`src/rtl/button_debouncer.sv`:
```
// rtl/button_debouncer.sv - multi-channel button synchroniser, debounce filter and long-press flag
//
// Purpose:
//   Conditions BTN_W raw mechanical button pins for the elevator call/floor
//   panel. Each pin passes through a 2-FF synchroniser and a per-channel
//   counter-based filter FSM; the accepted level is registered on btn_level
//   and feeds the cp input of the downstream edge_detector stage.
//
// Optional feature:
//   `define BUTTON_DEBOUNCER_LONG_PRESS_EN adds a per-channel long-press
//   counter that emits a one-cycle btn_long pulse once the debounced level
//   has been high for LONG_CYC cycles. Without the macro btn_long is tied 0.
//
// Parameters:
//   BTN_W        number of independent button channels
//   CNT_W        debounce counter width, 2**CNT_W > DEBOUNCE_CYC
//   DEBOUNCE_CYC consecutive stable cycles needed to accept a change (>= 2)
//   LONG_CNT_W   long-press counter width, 2**LONG_CNT_W > LONG_CYC
//   LONG_CYC     cycles of high level that flag a long press (>= 2)
//
// Ports:
//   clk        system clock, all state on its rising edge
//   reset_n    synchronous active-low reset
//   btn_raw    raw asynchronous button pins, active-high
//   btn_level  debounced level per channel, registered
//   btn_long   one-cycle long-press pulse per channel, registered

module button_debouncer #(
   parameter int BTN_W        = 4,
   parameter int CNT_W        = 20,
   parameter int DEBOUNCE_CYC = 1_000_000,
   parameter int LONG_CNT_W   = 27,
   parameter int LONG_CYC     = 100_000_000
) (
   input  logic             clk,
   input  logic             reset_n,
   input  logic [BTN_W-1:0] btn_raw,
   output logic [BTN_W-1:0] btn_level,
   output logic [BTN_W-1:0] btn_long
);

   typedef enum logic [1:0] {
      S_LOW      = 2'd0,
      S_RISE_CHK = 2'd1,
      S_HIGH     = 2'd2,
      S_FALL_CHK = 2'd3
   } state_t;

   // Last count value inside a CHK state; reaching it on a stable sample
   // completes DEBOUNCE_CYC stable cycles and accepts the new level.
   localparam logic [CNT_W-1:0] CNT_LAST = CNT_W'(DEBOUNCE_CYC - 1);

   // Reject configurations whose counters could wrap or whose thresholds
   // are too small for the filter to mean anything.
   if (DEBOUNCE_CYC < 2 || (DEBOUNCE_CYC >> CNT_W) != 0) begin : g_bad_debounce_cfg
      $error("button_debouncer: DEBOUNCE_CYC must be >= 2 and < 2**CNT_W");
   end
   if (LONG_CYC < 2 || (LONG_CYC >> LONG_CNT_W) != 0) begin : g_bad_long_cfg
      $error("button_debouncer: LONG_CYC must be >= 2 and < 2**LONG_CNT_W");
   end

`ifdef BUTTON_DEBOUNCER_LONG_PRESS_EN
   localparam logic [LONG_CNT_W-1:0] LONG_MAX  = LONG_CNT_W'(LONG_CYC);
   localparam logic [LONG_CNT_W-1:0] LONG_LAST = LONG_CNT_W'(LONG_CYC - 1);
`else
   assign btn_long = '0;
`endif

   for (genvar i = 0; i < BTN_W; i++) begin : g_ch

      logic             sync1;
      logic             sync2;
      state_t           state;
      state_t           state_nxt;
      logic [CNT_W-1:0] cnt;
      logic [CNT_W-1:0] cnt_nxt;
      logic             level;
      logic             level_nxt;

      // Two-flop synchroniser; only sync2 is ever looked at by the filter.
      always_ff @(posedge clk) begin
         if (!reset_n) begin
            sync1 <= 1'b0;
            sync2 <= 1'b0;
         end else begin
            sync1 <= btn_raw[i];
            sync2 <= sync1;
         end
      end

      // Filter state register. The level is held in its own flop so the
      // output is a clean register rather than a decode of the state.
      always_ff @(posedge clk) begin
         if (!reset_n) begin
            state <= S_LOW;
            cnt   <= '0;
            level <= 1'b0;
         end else begin
            state <= state_nxt;
            cnt   <= cnt_nxt;
            level <= level_nxt;
         end
      end

      // Next-state logic. Any sample that disagrees with the candidate
      // level during a CHK state drops back to the settled state with the
      // count cleared, so a change is only accepted after an unbroken run.
      always_comb begin
         state_nxt = state;
         cnt_nxt   = cnt;
         level_nxt = level;
         case (state)
            S_LOW: begin
               if (sync2) begin
                  state_nxt = S_RISE_CHK;
                  cnt_nxt   = '0;
               end
            end
            S_RISE_CHK: begin
               if (!sync2) begin
                  state_nxt = S_LOW;
                  cnt_nxt   = '0;
               end else if (cnt == CNT_LAST) begin
                  state_nxt = S_HIGH;
                  level_nxt = 1'b1;
                  cnt_nxt   = '0;
               end else begin
                  cnt_nxt = cnt + 1'b1;
               end
            end
            S_HIGH: begin
               if (!sync2) begin
                  state_nxt = S_FALL_CHK;
                  cnt_nxt   = '0;
               end
            end
            S_FALL_CHK: begin
               if (sync2) begin
                  state_nxt = S_HIGH;
                  cnt_nxt   = '0;
               end else if (cnt == CNT_LAST) begin
                  state_nxt = S_LOW;
                  level_nxt = 1'b0;
                  cnt_nxt   = '0;
               end else begin
                  cnt_nxt = cnt + 1'b1;
               end
            end
            default: begin
               state_nxt = S_LOW;
               cnt_nxt   = '0;
               level_nxt = 1'b0;
            end
         endcase
      end

      assign btn_level[i] = level;

`ifdef BUTTON_DEBOUNCER_LONG_PRESS_EN
      logic [LONG_CNT_W-1:0] lcnt;
      logic                  long_q;

      // lcnt follows the registered level, so a release that the filter
      // rejects never touches it. Saturating at LONG_CYC means the
      // LONG_LAST -> LONG_MAX step, and therefore the pulse, happens once
      // per press no matter how long the button is held.
      always_ff @(posedge clk) begin
         if (!reset_n) begin
            lcnt   <= '0;
            long_q <= 1'b0;
         end else begin
            long_q <= level && (lcnt == LONG_LAST);
            if (!level) begin
               lcnt <= '0;
            end else if (lcnt < LONG_MAX) begin
               lcnt <= lcnt + 1'b1;
            end
         end
      end

      assign btn_long[i] = long_q;
`endif

   end

endmodule

```
`config.mk`:
```
export PLATFORM = sky130hd
export DESIGN_NAME = button_debouncer
export DESIGN_NICKNAME = d
export VERILOG_FILES = /design/src/rtl/button_debouncer.sv
export SDC_FILE = /design/constraint.sdc
export NUM_CORES = 1
export LEC_CHECK = 0
export ABC_AREA = 1
export CAP_MARGIN = 5
export CORE_MARGIN = 10
export CORE_UTILIZATION = 60
export DETAILED_ROUTE_END_ITERATION = 6
export PLACE_DENSITY = 0.74
export SYNTH_ARGS = -nofsm -noshare
export SYNTH_HDL_FRONTEND = slang
export SYNTH_SLANG_ARGS = --single-unit
```
`constraint.sdc`:
```
create_clock -name clk -period 2.1 [get_ports clk]
set_input_delay 0.21 -clock clk [delete_from_list [all_inputs] [get_ports clk]]
set_output_delay 0.21 -clock clk [all_outputs]
set_load 0.01 [all_outputs]
```
# Yosys cells after proc, flatten, opt, wreduce, memory -nomap -nowiden
# Index checks and enable logic that the tools add are counted.
[classes]
mux = 72
n_lt_le_gt_ge = 0
bitwise_logic = 0
mul = 0
add_sub_neg = 4
n_div = 0
n_reduce_logical = 20
shifts = 0
eq_ne = 48
[op_table]
columns = ["op", "n"]
rows = [
  ["20-bit 2-to-1 mux", 20],
  ["20-bit one-hot mux with 4 select lines", 4],
  ["20-bit by 1-bit adder with 20-bit output (second input constant)", 4],
  ["20-bit equality test (second input constant)", 4],
  ["2-bit 2-to-1 mux", 24],
  ["2-bit != test (second input constant)", 24],
  ["2-bit one-hot mux with 4 select lines", 4],
  ["3-bit != test (second input constant)", 8],
  ["5-bit AND reduction", 4],
  ["2-bit equality test (second input constant)", 8],
  ["1-bit 2-to-1 mux", 16],
  ["4-bit AND reduction", 4],
  ["2-bit by 1-bit equality test with 1-bit output (second input constant)", 4],
  ["2-bit zero test", 4],
  ["1-bit one-hot mux with 2 select lines", 4],
  ["2-bit AND reduction", 4],
  ["2-bit nonzero test", 4],
]
[word_totals]
latch_bits = 0
regBits = 100
inputBits = 6
mem_count = 0
mem_bits_rw = 0
out_inout_bits = 8
rom_bits = 0

# Logic depth before layout (Yosys ltp)
# Gate-level depths: netlist of run 1.
[depth]
word_depth = 4
depth_mapped = 12
ltp_nobuf = 12

# Worst setup path after synthesis of run 1
# Ideal clock, no wire load.
[synth_timing]
kind = "register to register"
start = "register g_ch[0].cnt[1]"
end = "register g_ch[0].cnt[5]"
t_arrival_ps = 1313
path_buffers = 1
setup_slack_ps = 655
stages_incl_launch_ff = 12
cell_sequence = "dfxtp_1 > ha_1 > nand2_2 > nor2_4 > nand2_2 > nor2_2 > nand2_2 > nand2_4 > inv_4 > buf_6 > nand2_1 > a21oi_1"
[synth_via]
elab_chain_cells = 4
[synth_rtl]
columns = ["element", "line_no", "rtl"]
rows = [
  ["start, declared", "75", "logic [CNT_W-1:0] cnt;"],
  ["start signal, assigned", "100", "cnt <= cnt_nxt;"],
  ["20-bit by 1-bit adder with 20-bit output / 20-bit equality test (equally long branches)", "n/a", ""],
  ["20-bit 2-to-1 mux (*)", "123, 141", ""],
  ["20-bit 2-to-1 mux, on equally long branches", "138, 120", ""],
  ["20-bit one-hot mux with 4 select lines (*)", "112", "case (state)"],
]
# Every way passes the cells marked *; elsewhere a longest branch is shown, timed or not.
# A chain may end at the register's enable or synchronous reset.

# Final worst setup path of run 1
[layout_timing]
start = "register g_ch[2].cnt[1]"
end = "register g_ch[2].cnt[7]"
[layout_via]
elab_chain_cells = 4
[layout_rtl]
columns = ["element", "line_no"]
rows = [
  ["start, declared", "75"],
  ["start signal, assigned", "100"],
  ["20-bit by 1-bit adder with 20-bit output / 20-bit equality test (equally long branches)", "n/a"],
  ["20-bit 2-to-1 mux (*)", "123, 141"],
  ["20-bit 2-to-1 mux, on equally long branches", "138, 120"],
  ["20-bit one-hot mux with 4 select lines (*)", "112"],
]
# Marked as above.

==> metrics.txt, run 1 <==
synthesized area per cell=6.530 sq um; core area=9153 sq um; part of the Yosys area used for sequential elements=35.69%; # DRC=0; RSZ-0062 raised after global routing=no; Slew Limit Fails=0; Crit. End Element=flop; setup TNS=0 ns; hold bufs inserted after CTS=0; Synth top area share=35.69%; worst r2r path cells=8; status=finished, final reports clean; detailed-route wire length per cell=11.63 microns; DIE HEIGHT=116.7 microns; Crit path largest cell delay=0.37 ns; DRT iter0 DRCs=297; via density per instance=5.215; clock latency on the worst-skew pair=0.36 ns; clock-pin slew on the worst setup and hold paths=0.10 ns; Critical Path Start Type=flop; critical setup path kind=flop to flop; P per Cell Area=585.8 nW/um^2; Peak supply drop=0.3859 mV; # placed instances=959; Cells after Synth=859; Final Net Count=869; Top FF cell, synth=dfxtp_1; share of cells above drive strength 1=9.259%; first-pass GRT wire length=19660 microns; Worst Skew=0.01263 ns; Yosys warning count=0; Worst slew margin=65.85%; fin crit share=82.75%; crit-path most repeated cell=nand2_1; DRT Pass-1 Iters=5; max-cap viol count=0; most numerous cell in the Yosys netlist=nand2_1; async set-reset flop share out of synthesis=0%; commonest cells in the synthesized netlist=nand2_1 (238), inv_1 (119), nor2_1 (102); worst path cell trace=ha_1 -> nand3_1 -> nor2_2 -> nand3_2 -> nand2_2 -> nand2_1 -> nand2_1 -> nor2_1; number of placement rows=35; Clock Sinks=100; routability cong.=0.8694; Starting Density=61.29%; Clock Tree Buf Depth=2; H-tree depth=3; CTS root buffer=clkbuf_8; Critical Path RT=2.35 ns; slew at the pin closest to its max-slew limit=0.5123 ns; CTS tree=built; ANT cells=0; remaining antenna violation count after routing=0; Arr. time, crit path=1.99 ns; post-synth design cell area=5609 sq um; CP Max Fanout=11; GRT overflow=0; I/O Buffers=9; Final Core Density=64.16%; worst hold margin=0.2699 ns; register-to-register setup slack=0.36 ns; Final Non-Filler Cells=975; PostCTS Resize Cnt=0; Final min period=1.738 ns; worst min path class=input port to flop; Post-synth EDFFs=0; Final Hold Viols=0; I/O pins=14; Syn-to-layout area delta=4.684%; #FFs+latches synth=100; vias in the first global route=4600; post-DP HPWL=8313 microns; FMAX=0.5755 GHz; post-synth cell types=40; CP max stage cell=dfxtp_1; via count=5085; total CTS buffers=9; Leakage=0.002292 uW; largest net degree at the start of global routing=50; die area=13620 sq um; Die Wd=116.7 microns; total chip power=3440 uW; Final Setup Violations=0; hold depth=3; ranking of synthesized cells by area=dfxtp_1 (36%), nand2_1 (16%), inv_1 (8.0%), nor2_1 (6.8%), a21oi_1 (5.3%); Synth area leader=dfxtp_1; Post-Route WL=11340 microns; All-Layer GR Usage=17.23%; Post-CTS Setup Bufs=0; initial antenna violation count=0
==> logic make-up (layout without fill, tap and decap cells) <==
kind of cell             Yosys count  in the layout  share of synthesized area [%]
AND/OR/NAND/NOR                  487            487                          39.59
buffers and inverters            150            152                          11.73
AO/OA/AOI/OAI                    106            106                          10.31
flip-flops                       100            100                          35.69
XOR/XNOR                          11             11                          1.718
adder cells (fa/ha/maj)            4              4                         0.8923
other                              1              4                        0.06686
==> area by class of cell <==
class                   count  area, sq um
fillers                   843         3281
multi-input cells         612         2960
flip-flops and latches    100         2002
inverters                 125        471.7
well taps                 111        138.9
clock buffers              10        127.6
repair buffers             11        100.1
clock inverters             6        71.32
==> stage by stage <==
stage / cell area (sq um) / setup WS (ns)
final: 5872 / 0.3623
after global routing: 5872 / 0.1609
after CTS: 5872 / 0.3471
after detailed placement: 5673 / 0.3594
after global placement: 5673 / 0.4210
after floorplan: 5620 / 0.6546
==> critical path, delay by kind of cell (launching register included) <==
family	cells	cell delay [ns]
adders and majority gates	1	0.20
DFF	1	0.37
and+or+nand+nor	7	1.07
==> worst paths after layout <==
check                                 endpoint                   startpoint
hold reg to reg       g_ch[2].sync2$_SDFF_PN0_     g_ch[2].sync1$_SDFF_PN0_
setup reg to reg   g_ch[2].cnt[7]$_SDFFE_PN0P_  g_ch[2].cnt[1]$_SDFFE_PN0P_
setup / recovery   g_ch[2].cnt[7]$_SDFFE_PN0P_  g_ch[2].cnt[1]$_SDFFE_PN0P_
hold / removal    g_ch[3].cnt[18]$_SDFFE_PN0P_                      reset_n
==> routing by layer <==
| layer | up-vias | wire length (microns) | track usage [%] |
|---|---|---|---|
| met1 | 2293 | 5413 | 21.37 |
| met2 | 87 | 5386 | 29.51 |
| met4 | 0 | 136 | 5.272 |
| met3 | 14 | 404 | 3.236 |
| met5 | - | 0 | 0 |
| li1 | 2691 | - | - |
==> state kept, by name, indices dropped and copies added (netlist names), named ones only <==
signal	count
g_ch.level	4
g_ch.state	4
g_ch.cnt	80
g_ch.sync1	4
g_ch.sync2	4
==> report_power, final <==
part / total, uW / internal [uW] / leakage (uW) / switching, uW
Combinational: 250 / 59.2 / 0.00139 / 191
Sequential: 1930 / 1920 / 0.000808 / 14.1
Clock: 1260 / 563 / 0.0000935 / 695
==> placed cells by master (no fill, tap or decap), types with 2 or more instances in the layout <==
master	Yosys	layout
clkinvlp_4	0	2
and3_1	2	2
inv_6	0	2
a21oi_1	59	59
nor3_1	14	14
nand3_2	10	10
and2_1	3	3
buf_4	9	2
dfxtp_1	100	100
clkdlybuf4s50_1	0	8
ha_1	4	4
o21ai_2	3	3
nor2_2	13	13
clkbuf_8	0	9
nand4_1	21	21
nand2_2	11	11
inv_1	119	119
o21bai_1	2	2
nor2_4	5	5
o21a_1	2	2
xnor2_1	5	5
o21ai_0	31	31
a21oi_2	3	3
nand2_4	2	2
nand3b_1	5	5
nor2_1	102	102
xor2_1	6	6
or2_2	3	3
nand3_1	52	52
nand2_1	238	238
inv_2	5	5
conb_1	1	4
a21o_1	3	3
nor3_2	3	3
Note: power is estimated with default switching activity, not from simulation.
==> run 2, diff against run 1 <==
==> constraint.sdc (replaced) <==
create_clock -name clk -period 1.75 [get_ports clk]
set_input_delay 0.175 -clock clk [delete_from_list [all_inputs] [get_ports clk]]
set_output_delay 0.175 -clock clk [all_outputs]
set_load 0.01 [all_outputs]
==> run 2 against run 1 <==
Highest routed layer unchanged. Register-to-register slack lost 0.20 ns. Worst hold slack lost 0.053 ns. Clock power up 18%. Sequential power grew 20%. Critical path depth did not move. Critical path type unchanged. Clock skew down 0.0011 ns. First-iteration DRC count grew 37%. Final cell count increased by 0.51%.
==> metrics.txt, run 2 (same netlist as run 1, synthesis figures left out) <==
status=finished, final reports clean; Crit. End Element=flop; total CTS buffers=9; P per Cell Area=695.5 nW/um^2; Clock Tree Buf Depth=2; via count=5128; DRT iter0 DRCs=408; GR Util met2=29.58%; H-tree depth=3; most frequent cells in the layout=nand2_1 (237), inv_1 (119), nor2_1 (100), dfxtp_1 (100), a21oi_1 (58); vias in the first global route=4604; core area=9153 sq um; Post-Route WL=11330 microns; Final min period=1.589 ns; Critical Path Start Type=flop; setup TNS=0 ns; worst min path class=input port to flop; DRT Pass-1 Iters=6; fin crit share=90.81%; I/O pins=14; Clk pwr share=36.0%; post-route cell area=5939 sq um; DIE HEIGHT=116.7 microns; area of the multi-input gates=2987 sq um; Most Crowded Layer GR=met2; max reg flops=80; clock latency on the worst-skew pair=0.38 ns; Biggest register=g_ch.cnt; critical path endpoint=g_ch[3].cnt[10]$_SDFFE_PN0P_; most common cell after layout, fill and taps aside=nand2_1; largest net degree at the start of global routing=26; r2r startpoint=g_ch[3].cnt[1]$_SDFFE_PN0P_; max-cap viol count=0; Crit path largest cell delay=0.39 ns; register-to-register setup slack=0.16 ns; die area=13620 sq um; internal power=2987 uW; RSZ-0062 raised after global routing=no; CP Max Fanout=11; Die Wd=116.7 microns; FMAX=0.6293 GHz; I/O Buffers=9; NetSw=1144 uW; CTS root buffer=clkbuf_8; Arr. time, crit path=1.86 ns; routability cong.=0.8686; Starting Density=61.29%; All-Layer GR Usage=17.46%; remaining antenna violation count after routing=0; ANT cells=0; CP max stage cell=dfxtp_1; Worst Skew=0.01158 ns; met3 Usage GRT=3.647%; post-placement cell area=5710 sq um; via density per instance=5.233; Final Net Count=874; met1 Usage GRT=21.68%; share of cells above drive strength 1=10.47%; clock-pin slew on the worst setup and hold paths=0.11 ns; CTS tree=built; first-pass GRT wire length=19880 microns; Clock Sinks=100; Critical Path RT=2.03 ns; Final Hold Viols=0; sw frac=27.70%; critical setup path kind=flop to flop; Final Core Density=64.89%; Leakage=0.002335 uW; Peak supply drop=0.6096 mV; Filler cells=827; # DRC=0; Register Area=2002 sq um; crit path launch=g_ch[3].cnt[1]$_SDFFE_PN0P_; initial antenna violation count=0; hold depth=3; Syn-to-layout area delta=5.889%; worst path cell trace=ha_1 -> nand3_2 -> nor2_4 -> nand3_4 -> nand2_4 -> inv_2 -> o21ai_0 -> a21oi_1; hold bufs inserted after CTS=0; Slew Limit Fails=0; total chip power=4131 uW; GRT overflow=0; Reg power frac=56.1%; post-DP HPWL=8344 microns; Comb power frac=7.9%; detailed-route wire length per cell=11.56 microns; worst r2r path cells=8; worst r2r dst=g_ch[3].cnt[10]$_SDFFE_PN0P_; number of placement rows=35; Final Setup Violations=0
[run 2: stage by stage]
stage               hold slack [ns]  instances  worst slack [ns]
finish                       0.2167        980            0.1609
global route                 0.2144        980          0.002830
CTS                          0.2037        980           0.06814
detailed placement           0.4032        964            0.1100
global placement             0.3946        964            0.1979
floorplan                    0.2726        862            0.3046
[run 2: critical path: cells and delay by family, from the launching register on]
kind                     cells  cell delay, ns
AO/OA/AOI/OAI                2            0.18
buffers and inverters        1            0.12
flip-flops                   1            0.39
AND/OR/NAND/NOR              4            0.55
adder cells (fa/ha/maj)      1            0.24
[run 2: power by group through the flow]
stage	Clock, uW	Sequential [uW]	Combinational (uW)
detailed placement	0	2370	313
global route	1650	2320	361
floorplan	0	2370	269
finish	1490	2320	325
CTS	1540	2320	315
global placement	0	2370	304
[run 2: final cells by class]
cell class / instances / area share (%)
clock inverter: 6 / 1.095
sequential: 100 / 33.71
inverter: 125 / 7.942
clock buffer: 10 / 2.317
tap: 111 / 2.338
multi-input combinational: 612 / 50.28
timing repair buffer: 16 / 2.317
[run 2: worst min path at each step]
| stage | slack [ns] | from | end |
|---|---|---|---|
| final | 0.22 | reset_n | g_ch[3].cnt[8]$_SDFFE_PN0P_ |
| after global routing | 0.21 | reset_n | g_ch[3].cnt[8]$_SDFFE_PN0P_ |
| after CTS | 0.20 | reset_n | g_ch[3].cnt[8]$_SDFFE_PN0P_ |
| after detailed placement | 0.40 | g_ch[1].sync1$_SDFF_PN0_ | g_ch[1].sync2$_SDFF_PN0_ |
| after global placement | 0.39 | g_ch[2].sync1$_SDFF_PN0_ | g_ch[2].sync2$_SDFF_PN0_ |
| after floorplan | 0.27 | btn_raw[0] | g_ch[0].sync1$_SDFF_PN0_ |
[run 2: layer usage]
layer | part of all wire (%) | routed length [microns] | up-vias
met5 | 0 | 0 | -
met4 | 1.0 | 117 | 0
met3 | 4.7 | 527 | 11
met2 | 47 | 5370 | 113
met1 | 47 | 5312 | 2302
li1 | - | - | 2702
[run 2: timing repair]
item | CTS | global route
setup buffers | 0 | 0
gates resized for setup | 0 | 7
setup endpoints to repair | 0 | 25
